--- src/rtl/mirfak_pkg.sv ---
// Shared constants for the Mirfak fetch slice: NOP encoding, reset PC default,
// fetch FSM state encodings and the redirect-target alignment helper.
package mirfak_pkg;

  localparam logic [31:0] MIRFAK_NOP        = 32'h0000_0013;
  localparam logic [31:0] MIRFAK_RESET_ADDR = 32'h8000_0000;

  typedef enum logic [2:0] {
    ST_IDLE  = 3'd0,
    ST_REQ   = 3'd1,
    ST_HOLD  = 3'd2,
    ST_DRAIN = 3'd3,
    ST_HALT  = 3'd4
  } fetch_state_e;

  function automatic logic [31:0] word_align(input logic [31:0] a);
    return a & 32'hFFFF_FFFC;
  endfunction

endpackage

--- src/rtl/mirfak_ibuffer.sv ---
// One-entry holding register for a fetched instruction that decode could not
// accept. Clear wins over load, load wins over take.
module mirfak_ibuffer (
  input  logic        clk,
  input  logic        rst,
  input  logic        load,
  input  logic        clear,
  input  logic        take,
  input  logic [31:0] wr_data,
  input  logic [31:0] wr_pc,
  input  logic        wr_err,
  output logic [31:0] data,
  output logic [31:0] pc,
  output logic        err,
  output logic        valid
);

  always_ff @(posedge clk or posedge rst) begin
    if (rst) begin
      data  <= 32'h0;
      pc    <= 32'h0;
      err   <= 1'b0;
      valid <= 1'b0;
    end else if (clear) begin
      valid <= 1'b0;
    end else if (load) begin
      data  <= wr_data;
      pc    <= wr_pc;
      err   <= wr_err;
      valid <= 1'b1;
    end else if (take) begin
      valid <= 1'b0;
    end
  end

endmodule

--- src/rtl/mirfak_fetch.sv ---
// Mirfak instruction fetch: PC generation, single-outstanding bus reads, stall
// buffering and redirects. MIRFAK_FETCH_MISALIGN_EN enables misaligned-target faults.
module mirfak_fetch
  import mirfak_pkg::*;
#(
  parameter logic [31:0] RESET_ADDR = MIRFAK_RESET_ADDR
) (
  input  logic        clk_i,
  input  logic        rst_i,
  output logic [31:0] iwbm_addr_o,
  output logic        iwbm_cyc_o,
  output logic        iwbm_stb_o,
  input  logic [31:0] iwbm_dat_i,
  input  logic        iwbm_ack_i,
  input  logic        iwbm_err_i,
  input  logic        if_flush_i,
  input  logic [31:0] if_target_i,
  input  logic        id_stall_i,
  output logic [31:0] id_instruction_o,
  output logic [31:0] id_pc_o,
  output logic        id_valid_o,
  output logic        id_fetch_error_o,
  output logic        id_misaligned_o
);

  fetch_state_e state;
  logic [31:0]  pc;
  logic         drain_halt;
  logic [31:0]  tgt;
  logic         tgt_mis;
  logic         bus_done;
  logic [31:0]  rd_data;

  logic         buf_load, buf_clear, buf_take;
  logic [31:0]  buf_data, buf_pc;
  logic         buf_err, buf_valid;

`ifdef MIRFAK_FETCH_MISALIGN_EN
  assign tgt     = if_target_i;
  assign tgt_mis = |if_target_i[1:0];
`else
  assign tgt     = word_align(if_target_i);
  assign tgt_mis = 1'b0;
`endif

  assign iwbm_stb_o = iwbm_cyc_o;
  assign bus_done   = iwbm_cyc_o & (iwbm_ack_i | iwbm_err_i);
  // A faulted fetch is replaced by a NOP so decode never sees garbage bus data.
  assign rd_data    = iwbm_err_i ? MIRFAK_NOP : iwbm_dat_i;

  assign buf_clear = if_flush_i;
  assign buf_load  = !if_flush_i && (state == ST_REQ) && bus_done && id_stall_i;
  assign buf_take  = !if_flush_i && (state == ST_HOLD) && !id_stall_i;

  mirfak_ibuffer u_ibuf (
    .clk     (clk_i),
    .rst     (rst_i),
    .load    (buf_load),
    .clear   (buf_clear),
    .take    (buf_take),
    .wr_data (rd_data),
    .wr_pc   (pc),
    .wr_err  (iwbm_err_i),
    .data    (buf_data),
    .pc      (buf_pc),
    .err     (buf_err),
    .valid   (buf_valid)
  );

  always_ff @(posedge clk_i or posedge rst_i) begin
    if (rst_i) begin
      state            <= ST_IDLE;
      pc               <= RESET_ADDR;
      drain_halt       <= 1'b0;
      iwbm_addr_o      <= RESET_ADDR;
      iwbm_cyc_o       <= 1'b0;
      id_instruction_o <= MIRFAK_NOP;
      id_pc_o          <= RESET_ADDR;
      id_valid_o       <= 1'b0;
      id_fetch_error_o <= 1'b0;
      id_misaligned_o  <= 1'b0;
    end else if (if_flush_i) begin
      pc               <= tgt;
      drain_halt       <= tgt_mis;
      id_valid_o       <= 1'b0;
      id_fetch_error_o <= 1'b0;
      id_misaligned_o  <= 1'b0;
      if (tgt_mis) begin
        id_instruction_o <= MIRFAK_NOP;
        id_pc_o          <= tgt;
        id_valid_o       <= 1'b1;
        id_misaligned_o  <= 1'b1;
      end
      // An unfinished cycle must run to completion; its result is dropped.
      if (iwbm_cyc_o && !bus_done) begin
        state <= ST_DRAIN;
      end else if (tgt_mis) begin
        state      <= ST_HALT;
        iwbm_cyc_o <= 1'b0;
      end else begin
        state       <= ST_REQ;
        iwbm_cyc_o  <= 1'b1;
        iwbm_addr_o <= tgt;
      end
    end else begin
      // Decode consumed whatever it was showing; overridden below on a new load.
      if (!id_stall_i) begin
        id_valid_o       <= 1'b0;
        id_fetch_error_o <= 1'b0;
        id_misaligned_o  <= 1'b0;
      end
      case (state)
        ST_IDLE: begin
          if (!id_stall_i) begin
            state       <= ST_REQ;
            iwbm_cyc_o  <= 1'b1;
            iwbm_addr_o <= pc;
          end
        end
        ST_REQ: begin
          if (bus_done) begin
            if (!iwbm_err_i) pc <= pc + 32'd4;
            if (id_stall_i) begin
              state      <= ST_HOLD;
              iwbm_cyc_o <= 1'b0;
            end else begin
              id_instruction_o <= rd_data;
              id_pc_o          <= pc;
              id_valid_o       <= 1'b1;
              id_fetch_error_o <= iwbm_err_i;
              if (iwbm_err_i) begin
                state      <= ST_HALT;
                iwbm_cyc_o <= 1'b0;
              end else begin
                iwbm_addr_o <= pc + 32'd4;
              end
            end
          end
        end
        ST_HOLD: begin
          if (!id_stall_i) begin
            id_instruction_o <= buf_data;
            id_pc_o          <= buf_pc;
            id_valid_o       <= buf_valid;
            id_fetch_error_o <= buf_err;
            if (buf_err) begin
              state <= ST_HALT;
            end else begin
              state       <= ST_REQ;
              iwbm_cyc_o  <= 1'b1;
              iwbm_addr_o <= pc;
            end
          end
        end
        ST_DRAIN: begin
          if (bus_done) begin
            if (drain_halt) begin
              state      <= ST_HALT;
              iwbm_cyc_o <= 1'b0;
            end else begin
              state       <= ST_REQ;
              iwbm_addr_o <= pc;
            end
          end
        end
        default: ;
      endcase
    end
  end

endmodule
--- config.mk ---
export PLATFORM = sky130hd
export DESIGN_NAME = mirfak_fetch
export DESIGN_NICKNAME = d
export VERILOG_FILES = /design/src/rtl/mirfak_pkg.sv /design/src/rtl/mirfak_ibuffer.sv /design/src/rtl/mirfak_fetch.sv
export SDC_FILE = /design/constraint.sdc
export NUM_CORES = 1
export LEC_CHECK = 0
export CAP_MARGIN = 5
export CORE_MARGIN = 1.5
export CORE_UTILIZATION = 54
export DETAILED_ROUTE_END_ITERATION = 12
export PLACE_DENSITY = 0.88
export SKIP_CTS_REPAIR_TIMING = 1
export SYNTH_ARGS = -nofsm -noshare
export SYNTH_HDL_FRONTEND = slang
export SYNTH_SLANG_ARGS = --single-unit
--- constraint.sdc ---
create_clock -name clk_i -period 6.88 [get_ports clk_i]
set_clock_uncertainty 0.2 [all_clocks]
set_input_delay 0.688 -clock clk_i [delete_from_list [all_inputs] [get_ports clk_i]]
set_output_delay 0.688 -clock clk_i [all_outputs]
set_load 0.02 [all_outputs]
Word level (Yosys, flattened, before mapping). Index checks and enable logic that the tools add are counted.

Add/subtract/negate cells: 1. $mul: 0. Div/mod/pow operators: 0. Magnitude comparators: 0. Eq/ne operators: 18. Shifts and indexed selects: 0. Muxes and demuxes: 57. Bitwise logic cells: 3. Reductions and logical operators: 21.

Operator list (number): $mux 32 (18); $pmux 32 s2 (2); $pmux 32 s4 (1); $add 32x3->32 const B (1); $mux 3 (8); $mux 1 (23); $ne 3x3->1 const B (7); $reduce_and 9->1 (2); $ne 2x2->1 const B (6); $pmux 3 s4 (1); $eq 3x2->1 const B (2); $logic_and 1x1->1 (6); $reduce_and 6->1 (1); $reduce_bool 2->1 (3); $reduce_and 5->1 (1); $reduce_bool 5->1 (1); $ne 4x4->1 const B (1); $pmux 1 s2 (2); $eq 3x1->1 const B (1); $logic_not 1->1 (3); $logic_not 3->1 (1); $pmux 1 s3 (1); $reduce_and 3->1 (1); $reduce_bool 3->1 (1); 6 further kinds (6).

Register bits after elaboration: 201. Bits in latches: 0. RAM bits: 0. ROM bits: 0. Output and inout port bits: 101. Memories: 0.

Depth between registers and ports, before layout. Gate-level depths: netlist of the first run.

Word-level depth: 6. Mapped depth: 9. Mapped depth without buffers: 6.

By module. From an unflattened synthesis of the first run, not the netlist that was laid out.

Cells, all modules: 944. Area, all modules: 10105.9 um^2.

By module, submodules not included: mirfak_fetch (instances 1, cells an instance 801, area an instance 7374.6 um^2, seq. area each 3285.7 um^2); mirfak_ibuffer (instances 1, cells an instance 143, area an instance 2731.4 um^2, seq. area each 1651.6 um^2).

Least setup slack after synthesis of the first run. OpenSTA, ideal clock, no wires.

Path type: input port to flip-flop. Start point: input if_flush_i. End point: register u_ibuf.pc[10]. Library setup time: 0.125 ns. Data arrival time: 2.066 ns. Data required time: 6.555 ns. Setup slack: 4.489 ns. Stages on the path: 5. Buffers on the path: 2. Path through: or4b_1 > or3_1 > buf_2 > buf_6 > mux2_4.

Word-level cells in the longest chain between the ends: 5. Elaborated cells between the ends (all ways): 6. Those cells by class: bitwise: 1; reduce/logical: 5.

Ends and longest elaborated chain: start: declaration (RTL line mirfak_fetch.sv:16) `input logic if_flush_i,`; $logic_not 1->1 (RTL line mirfak_fetch.sv:52) `assign buf_load = !if_flush_i && (state == ST_REQ) && bus_done && id_stall_i;`; $logic_and 1x1->1 (3 in a row) (RTL line mirfak_fetch.sv:52); $reduce_and 2->1 (no line) *; end signal: assignment (RTL line mirfak_ibuffer.sv:28) `pc <= wr_pc;`; end: declaration (RTL line mirfak_ibuffer.sv:13) `output logic [31:0] pc,`.

Every way passes the cells marked *; elsewhere a longest branch is shown, timed or not. A chain may end at the register's enable or synchronous reset.

Final worst setup path of the first run.
Start point: input if_flush_i. End point: register u_ibuf.pc[30].

The elaborated chain is that of the path after synthesis.

==> impl_metrics.env, run 1 <==
export IMPL_status="complete, no violations"
export IMPL_cp_top_family="buffers and inverters"
export IMPL_cts_buffers=17
export IMPL_synth_area_leaders="dfrtp_1 48%, nand2_1 6.3%, o21ai_0 5.8%, mux2_4 4.4%, mux2i_1 3.7%"
export IMPL_rsz0062_at_grt="false"
export IMPL_track_usage=0.261
export IMPL_grt_max_degree=137
export IMPL_drt_wl_total_um=24300
export IMPL_synth_cells=1031
export IMPL_start_util=0.549
export IMPL_synth_edf_count=0
export IMPL_max_cap_violations=0
export IMPL_drv_slew=0
export IMPL_ys_flop_type="dfrtp_1"
export IMPL_synthArstFlopShare=1.00
export IMPL_grt_pass1_vias=7714
export IMPL_p_sw_mw=1.82
export IMPL_ir_drop_v=0.000207
export IMPL_timing_final_hold_violations=0
export IMPL_first_pass_iters=6
export IMPL_std_cell_rows=49
export IMPL_fin_ws_ns=3.36
export IMPL_power_leakage_nw=5.06
export IMPL_clk_pin_slew_ns=0.07
export IMPL_syn_to_final_growth_pct=22.2
export IMPL_final_nets=1206
export IMPL_netlist_area_um2=9820
export IMPL_via_per_inst=5.82
export IMPL_ant_nets=0
export IMPL_setup_worst_path_start_class="input port"
export IMPL_fill_cells=1368
export IMPL_seq_power_share=0.390
export IMPL_crit_top_cell="buf_4"
export IMPL_port_buffers=165
export IMPL_switching_share=0.371
export IMPL_max_stage_delay_ns=0.69
export IMPL_dieArea_um2=19000
export IMPL_max_slew_worst_pin_slew_ns=1.05
export IMPL_period_needed_ns=3.52
export IMPL_hp_class="register to register"
export IMPL_drt_iter0_markers=683
export IMPL_grt_pass1_wl_um=38300
export IMPL_final_common_cell="dfrtp_1"
export IMPL_numClockSinks=193
export IMPL_setup_viol=0
export IMPL_cts_htree_levels=4
export IMPL_synth_cell_types=64
export IMPL_final_cell_mix="187 x dfrtp_1, 166 x nand2_1, 164 x clkdlybuf4s50_1"
export IMPL_finalSetupTns_ns=0
export IMPL_crit_required_ns=7.00
export IMPL_dieHeight_um=138
export IMPL_internal_power_mw=3.07
export IMPL_worstPathCellList="buf_2, buf_4, or4b_1, or3_4, buf_4, mux2_4"
export IMPL_cts_buffer_depth=2
export IMPL_max_freq_ghz=0.284
export IMPL_slew_headroom=0.297
export IMPL_yosysSeqAreaShare=0.492
export IMPL_wl_per_cell_um=17.6
export IMPL_cts_tree="yes"
export IMPL_synth_top_area_frac=0.476
export IMPL_preCtsSetupSlack_ns=2.99
export IMPL_drc=0
export IMPL_cp_num_buf_inv=3
export IMPL_clk_latency_ns=0.45
export IMPL_core_area_um2=17900
export IMPL_overflow=0
export IMPL_io_pins=171
export IMPL_cp_max_fo=53
export IMPL_n_antenna_cell=0
export IMPL_cp_data_arrival_time_ns=3.64
export IMPL_dieWidth_um=138
export IMPL_yosys_warnings=0
export IMPL_vias=8014
export IMPL_slowest_stage="or3_4"
export IMPL_synth_avg_cell_area_um2=9.53
export IMPL_path_class="input port to register"
export IMPL_place_congestion=0.885
export IMPL_synth_seq_cells=193
export IMPL_worst_setup_path_end_kind="register"
export IMPL_dp_hpwl_um=16100
export IMPL_drive_gt1_frac=0.0923
export IMPL_power_frac_comb=0.397
export IMPL_cts_root_buf="clkbuf_16"
export IMPL_grt_antenna_before_repair=0
export IMPL_yosysTopAreaCell="dfrtp_1"
export IMPL_fin_crit_sh=0.511
export IMPL_p_per_area_nw_per_um2=407
export IMPL_clockPowerShare=0.213
## flip-flops by register name, summed over array words and instances, names as in the netlist
register and cells:
u_ibuf.err 1, iwbm_cyc_o 1, id_fetch_error_o 1, state 3
pc 30, id_valid_o 1, id_instruction_o 32, u_ibuf.pc 30
iwbm_addr_o 31, u_ibuf.valid 1, id_pc_o 30, u_ibuf.data 32
## per-stage QoR
| stage | total power, mW | cells | instance area, um2 | util | hold slack, ns |
|---|---|---|---|---|---|
| CTS | 4.90 | 1377 | 12000 | 0.671 | 0.282 |
| global route | 5.16 | 1377 | 12000 | 0.671 | 0.308 |
| finish | 4.89 | 1377 | 12000 | 0.671 | 0.278 |
| global placement | 3.77 | 1345 | 11400 | 0.636 | 0.261 |
| floorplan | 3.07 | 1033 | 9830 | - | 0.250 |
| detailed placement | 3.85 | 1345 | 11400 | 0.636 | 0.269 |
## power by group through the flow
stage               clock [mW]  combinational (mW)  sequential (mW)
global route              1.09                2.11             1.96
finish                    1.04                1.94             1.91
global placement             0                1.88             1.89
CTS                       1.05                1.95             1.90
floorplan                    0               0.969             2.10
detailed placement           0                1.94             1.91
## path summary, 6_finish.rpt
kind | startpoint | end | slack (ns) | depth (start not counted)
max in group asynchronous | rst_i | iwbm_cyc_o | 4.49 | 3
setup reg to reg | pc[14] | iwbm_addr_o[25] | 3.70 | 5
setup / recovery | if_flush_i | u_ibuf.pc[30] | 3.36 | 6
hold reg to reg | id_instruction_o[0] | id_instruction_o[0] | 0.28 | 2
hold / removal | id_instruction_o[0] | id_instruction_o[0] | 0.28 | 2
min in group asynchronous | rst_i | id_instruction_o[2] | 0.66 | 2
## metal layers
metal | GRT usage | vias up | part of all wire
met2 | 0.418 | 366 | 0.47
li1 | - | 3734 | -
met5 | 0 | - | 0
met3 | 0.0461 | 63 | 0.077
met1 | 0.351 | 3851 | 0.42
met4 | 0.109 | 0 | 0.031
## cell type report
class / count / area (um2) / area share
clock buffers: 19 / 443 / 0.0369
clock inverters: 13 / 171 / 0.0143
inverters: 5 / 26.3 / 0.00219
multi-input cells: 739 / 4490 / 0.374
flip-flops and latches: 193 / 4840 / 0.403
well taps: 229 / 287 / 0.0239
repair buffers: 179 / 1750 / 0.146
## tightest hold or removal path, delay by kind of cell, from the launching register on
family / cells / cell delay (ns)
flops: 1 / 0.37
simple gates: 1 / 0.04
compound gates: 1 / 0.06
## cells in the mapped netlist, drive strengths merged, types with 4 or more instances
cell type,n
xor2,34
nor4,10
nor3,9
mux2i,36
nand3,31
mux2,39
a31oi,10
a21boi,9
nor3b,4
nand4,19
and2,4
a21oi,46
nand2b,37
dfstp,6
clkbuf,40
a41oi,5
inv,5
and3,4
or3,4
dfrtp,187
nand2,166
o21ai,135
xnor2,10
buf,56
nor2,81
## cells by family after synthesis
family / after synthesis / share of synthesized area
and+or+nand+nor: 390 / 0.194
buffers and inverters: 101 / 0.0530
adders and majority gates: 1 / 0.00127
other: 1 / 0.000382
muxes: 75 / 0.0925
xor gates and xnor gates: 44 / 0.0392
DFF: 193 / 0.492
AOI/OAI and AO/OA: 226 / 0.127
No activity file was read; power rests on OpenSTA's default activity.
==> inputs of run 2 (changes only) <==
==> constraint.sdc (replaced) <==
create_clock -name clk_i -period 3.3 [get_ports clk_i]
set_clock_uncertainty 0.2 [all_clocks]
set_input_delay 0.33 -clock clk_i [delete_from_list [all_inputs] [get_ports clk_i]]
set_output_delay 0.33 -clock clk_i [all_outputs]
set_load 0.02 [all_outputs]
==> run 2 against run 1 <==
Hold slack lost 0.19 ns. Combinational power up 110%. Utilization is 0.30 points higher. Non-clock buffer count rose by 11. Critical path depth decreased by 1. Sequential share of layout area shrank 0.18 points. Wire length shrank 0.96%. Cell count rose by 0.80%. Register-to-register slack got worse by 3.1 ns. Clock-buffer cell count up 2. Critical path type is now register to register. Largest power group unchanged.
==> impl_metrics.env, run 2 (synthesis gave the netlist of run 1 again) <==
export IMPL_clk_latency_ns=0.43
export IMPL_first_pass_iters=5
export IMPL_track_usage=0.258
export IMPL_r2r_start="state[0]"
export IMPL_syn_to_final_growth_pct=22.8
export IMPL_r2r_end="pc[20]"
export IMPL_std_cell_rows=49
export IMPL_grt_max_degree=125
export IMPL_cp_max_fo=17
export IMPL_crit_required_ns=3.42
export IMPL_grt_pass1_wl_um=38100
export IMPL_rsz0062_at_grt="false"
export IMPL_fin_crit_sh=0.825
export IMPL_dieHeight_um=138
export IMPL_final_common_cell="dfrtp_1"
export IMPL_setup_worst_path_start_class="register"
export IMPL_path_class="register to register"
export IMPL_start_util=0.549
export IMPL_wl_per_cell_um=17.3
export IMPL_n_antenna_cell=0
export IMPL_final_cell_mix="187 x dfrtp_1, 166 x nand2_1, 164 x clkdlybuf4s50_1"
export IMPL_drv_slew=0
export IMPL_hp_class="input port to async pin"
export IMPL_final_nets=1217
export IMPL_worst_setup_path_end_kind="register"
export IMPL_max_freq_ghz=0.367
export IMPL_cts_buffers=17
export IMPL_power_leakage_nw=5.09
export IMPL_cts_buffer_depth=2
export IMPL_reg_top3="id_instruction_o x32, u_ibuf.data x32, iwbm_addr_o x31"
export IMPL_dp_hpwl_um=16200
export IMPL_core_area_um2=17900
export IMPL_multi_input_area_um2=4480
export IMPL_hold_slack_ns=0.0864
export IMPL_grt_pass1_vias=7520
export IMPL_port_buffers=165
export IMPL_vias=7960
export IMPL_drt_wl_total_um=24000
export IMPL_max_slew_worst_pin_slew_ns=0.754
export IMPL_numClockSinks=193
export IMPL_p_per_area_nw_per_um2=831
export IMPL_reg2reg_depth=5
export IMPL_via_per_inst=5.73
export IMPL_status="complete, no violations"
export IMPL_ant_nets=0
export IMPL_drc=0
export IMPL_overflow=0
export IMPL_grt_antenna_before_repair=0
export IMPL_period_needed_ns=2.72
export IMPL_cts_root_buf="clkbuf_16"
export IMPL_drt_iter0_markers=727
export IMPL_max_cap_violations=0
export IMPL_dieArea_um2=19000
export IMPL_setup_viol=0
export IMPL_fill_cells=1326
export IMPL_cp_data_arrival_time_ns=2.84
export IMPL_cts_tree="yes"
export IMPL_ir_drop_v=0.000465
export IMPL_drive_gt1_frac=0.0984
export IMPL_cts_htree_levels=4
export IMPL_ff_latch_area_um2=4840
export IMPL_slew_headroom=0.497
export IMPL_io_pins=171
export IMPL_place_congestion=0.848
export IMPL_timing_final_hold_violations=0
export IMPL_dieWidth_um=138
export IMPL_finalSetupTns_ns=0
export IMPL_r2r_setup_slack_ns=0.58
export IMPL_clk_pin_slew_ns=0.07
run 2: cell count changes in the layout (fill, tap and decap cells not counted), moves of 2 or more:
cell	before	now
bufinv_16	3	1
clkbuf_1	1	3
buf_4	14	22
clkinvlp_4	2	6
buf_12	0	3
inv_6	6	2
run 2: per-layer routing:
metal	GRT usage	vias to the layer above	wire, um
li1	-	3742	-
met1	0.354	3844	10300
met2	0.408	337	11500
met3	0.0479	37	1740
met4	0.102	0	535
met5	0	-	0
run 2: power by group:
group | total, mW | switching (mW) | leakage, nW | internal [mW]
registers | 3.95 | 0.639 | 2.38 | 3.31
logic | 4.09 | 2.19 | 2.45 | 1.90
clock network | 1.98 | 0.913 | 0.256 | 1.07
run 2: worst max path at each step:
| stage | startpoint | endpoint | slack [ns] | cells past startpoint |
|---|---|---|---|---|
| CTS | state[2] | pc[20] | 0.62 | 5 |
| detailed placement | id_stall_i | iwbm_addr_o[16] | 0.61 | 6 |
| floorplan | rst_i | id_fetch_error_o | 0.28 | 1 |
| global placement | id_stall_i | iwbm_addr_o[16] | 0.60 | 6 |
| global route | state[2] | id_pc_o[25] | 0.44 | 5 |
| finish | state[0] | pc[20] | 0.58 | 5 |
run 2: stage by stage:
| step | total power [mW] | util | std cells | setup slack [ns] | instance area, um2 |
|---|---|---|---|---|---|
| finish | 10.0 | 0.674 | 1388 | 0.576 | 12100 |
| global route | 10.6 | 0.674 | 1388 | 0.445 | 12100 |
| CTS | 10.1 | 0.674 | 1388 | 0.623 | 12100 |
| detailed placement | 8.06 | 0.642 | 1356 | 0.610 | 11500 |
| global placement | 7.90 | 0.642 | 1356 | 0.599 | 11500 |
| floorplan | 6.41 | - | 1033 | 0.284 | 9830 |
run 2: area by class of cell:
cell class	instances	share of cell area
repair buffers	190	0.155
clock inverters	11	0.00892
well taps	229	0.0238
multi-input cells	739	0.372
inverters	5	0.00187
clock buffers	21	0.0374
flip-flops and latches	193	0.401
run 2: critical path, cell delays in order, from the launching register on:
cell and delay [ns]:
dfrtp_1 0.55, or3b_1 0.72, nor4_4 0.52, nand3_1 0.17, xnor2_1 0.17, mux2_2 0.28
==> inputs of run 3 (changes only) <==
--- a/config.mk
+++ b/config.mk
@@ -7,9 +7,9 @@
 export LEC_CHECK = 0
 export CAP_MARGIN = 5
 export CORE_MARGIN = 1.5
-export CORE_UTILIZATION = 54
+export CORE_UTILIZATION = 48
 export DETAILED_ROUTE_END_ITERATION = 12
-export PLACE_DENSITY = 0.88
+export PLACE_DENSITY = 0.83
 export SKIP_CTS_REPAIR_TIMING = 1
 export SYNTH_ARGS = -nofsm -noshare
 export SYNTH_HDL_FRONTEND = slang
==> constraint.sdc (replaced) <==
create_clock -name clk_i -period 2.4 [get_ports clk_i]
set_clock_uncertainty 0.2 [all_clocks]
set_input_delay 0.24 -clock clk_i [delete_from_list [all_inputs] [get_ports clk_i]]
set_output_delay 0.24 -clock clk_i [all_outputs]
set_load 0.02 [all_outputs]
==> run 3 against run 2 <==
Cell count increased by 6.9%. Global-route usage down 1.7 points. Hold slack worse by 0.067 ns. Clock-buffer cell count is 3 lower. Fmax rose by 16%. Flip-flop and latch count stayed put. Critical path depth is 2 higher. Combinational power increased by 50%. Largest cell class unchanged.
==> impl_metrics.env, run 3 (synthesis gave the netlist of run 1 again) <==
export IMPL_status="complete, no violations"
export IMPL_r2r_start="pc[6]"
export IMPL_first_pass_iters=5
export IMPL_max_cap_violations=0
export IMPL_dp_hpwl_um=17600
export IMPL_setup_worst_path_start_class="register"
export IMPL_clk_pin_slew_ns=0.07
export IMPL_clk_latency_ns=0.43
export IMPL_cp_endpoint="iwbm_addr_o[27]"
export IMPL_syn_to_final_growth_pct=29.2
export IMPL_reg_top3="id_instruction_o x32, u_ibuf.data x32, iwbm_addr_o x31"
export IMPL_grt_max_degree=68
export IMPL_place_congestion=0.905
export IMPL_numClockSinks=193
export IMPL_ir_drop_v=0.000582
export IMPL_reg2reg_depth=7
export IMPL_crit_required_ns=2.55
export IMPL_dieHeight_um=146
export IMPL_path_class="register to register"
export IMPL_p_per_area_nw_per_um2=1140
export IMPL_hp_class="input port to register"
export IMPL_std_cell_rows=52
export IMPL_startpoint="pc[6]"
export IMPL_port_buffers=165
export IMPL_max_freq_ghz=0.427
export IMPL_rsz0062_at_grt="false"
export IMPL_grt_antenna_before_repair=0
export IMPL_final_area_um2=12700
export IMPL_n_antenna_cell=0
export IMPL_worst_setup_path_end_kind="register"
export IMPL_post_dp_cell_area_um2=12100
export IMPL_drt_iter0_markers=831
export IMPL_final_cell_mix="187 x dfrtp_1, 166 x nand2_1, 164 x clkdlybuf4s50_1"
export IMPL_preCtsSetupSlack_ns=-0.0432
export IMPL_drt_wl_total_um=25200
export IMPL_cp_max_fo=15
export IMPL_ant_nets=0
export IMPL_fin_crit_sh=0.975
export IMPL_cts_buffer_depth=2
export IMPL_cts_tree="yes"
export IMPL_r2r_setup_slack_ns=0.06
export IMPL_timing_final_hold_violations=0
export IMPL_final_nets=1272
export IMPL_drv_slew=0
export IMPL_drive_gt1_frac=0.142
export IMPL_drc=0
export IMPL_overflow=0
export IMPL_slew_headroom=0.652
export IMPL_start_util=0.487
export IMPL_io_pins=171
export IMPL_hold_slack_ns=0.0190
export IMPL_track_usage=0.242
export IMPL_via_per_inst=5.48
export IMPL_core_area_um2=20200
export IMPL_cts_root_buf="clkbuf_16"
export IMPL_grt_pass1_wl_um=41500
export IMPL_dieWidth_um=146
export IMPL_setup_viol=0
export IMPL_cts_htree_levels=4
export IMPL_vias=8126
export IMPL_r2r_end="iwbm_addr_o[27]"
export IMPL_fin_ws_ns=0.0590
export IMPL_max_slew_worst_pin_slew_ns=0.520
export IMPL_grt_pass1_vias=8135
export IMPL_dieArea_um2=21300
export IMPL_final_common_cell="dfrtp_1"
export IMPL_cts_buffers=17
export IMPL_power_leakage_nw=5.43
export IMPL_wl_per_cell_um=17.0
export IMPL_cp_data_arrival_time_ns=2.49
export IMPL_period_needed_ns=2.34
[run 3: cell count changes in the layout (fill, tap and decap cells not counted), moves of 2 or more]
| cell | before | now |
|---|---|---|
| buf_4 | 22 | 67 |
| buf_12 | 3 | 11 |
| clkbuf_1 | 3 | 0 |
| bufinv_16 | 1 | 3 |
| clkinvlp_4 | 6 | 4 |
| inv_6 | 2 | 4 |
[run 3: worst max-delay path, cell delays in order (launching register included)]
cell,delay (ns)
dfrtp_1,0.50
buf_4,0.19
nand3_1,0.27
nor3_2,0.25
buf_4,0.25
nand3_1,0.11
or3_1,0.32
a31oi_1,0.17
[run 3: how the worst min path moves through the flow]
| stage | startpoint | to | slack, ns | cells past startpoint |
|---|---|---|---|---|
| after global placement | id_instruction_o[3] | id_instruction_o[3] | 0.26 | 2 |
| final | if_flush_i | state[1] | 0.02 | 3 |
| after detailed placement | id_instruction_o[20] | id_instruction_o[20] | 0.27 | 2 |
| after global routing | if_flush_i | state[1] | 0.02 | 3 |
| after CTS | if_flush_i | state[2] | -0.07 | 2 |
| after floorplan | if_target_i[31] | pc[31] | 0.16 | 2 |
[run 3: layer usage]
layer / vias to the layer above / GRT usage / part of all wire / routed length [um]
met1: 3895 / 0.332 / 0.43 / 10900
met4: 0 / 0.0939 / 0.030 / 762
met3: 64 / 0.0444 / 0.066 / 1650
li1: 3863 / - / - / -
met5: - / 0 / 0 / 0
met2: 304 / 0.383 / 0.47 / 11900
[run 3: where the power goes]
group | internal, mW | switching, mW
combinational | 2.92 | 3.22
clock | 1.69 | 1.28
sequential | 4.55 | 0.774
[run 3: area by class of cell]
| cell class | instances | area (um2) |
|---|---|---|
| Timing Repair Buffer | 245 | 2390 |
| Fill cell | 1654 | 7470 |
| Tap cell | 270 | 338 |
| Inverter | 5 | 22.5 |
| Clock buffer | 18 | 439 |
| Sequential cell | 193 | 4840 |
| Clock inverter | 14 | 178 |
| Multi-Input combinational cell | 739 | 4490 |
[run 3: per-stage QoR]
stage / util / TNS, ns / total power [mW] / cells
after detailed placement: 0.598 / -0.147 / 11.5 / 1451
after CTS: 0.628 / 0 / 14.5 / 1483
after global routing: 0.629 / 0 / 15.3 / 1484
after floorplan: - / -98.27 / 8.81 / 1033
final: 0.629 / 0 / 14.4 / 1484
after global placement: 0.598 / -0.0306 / 11.3 / 1451
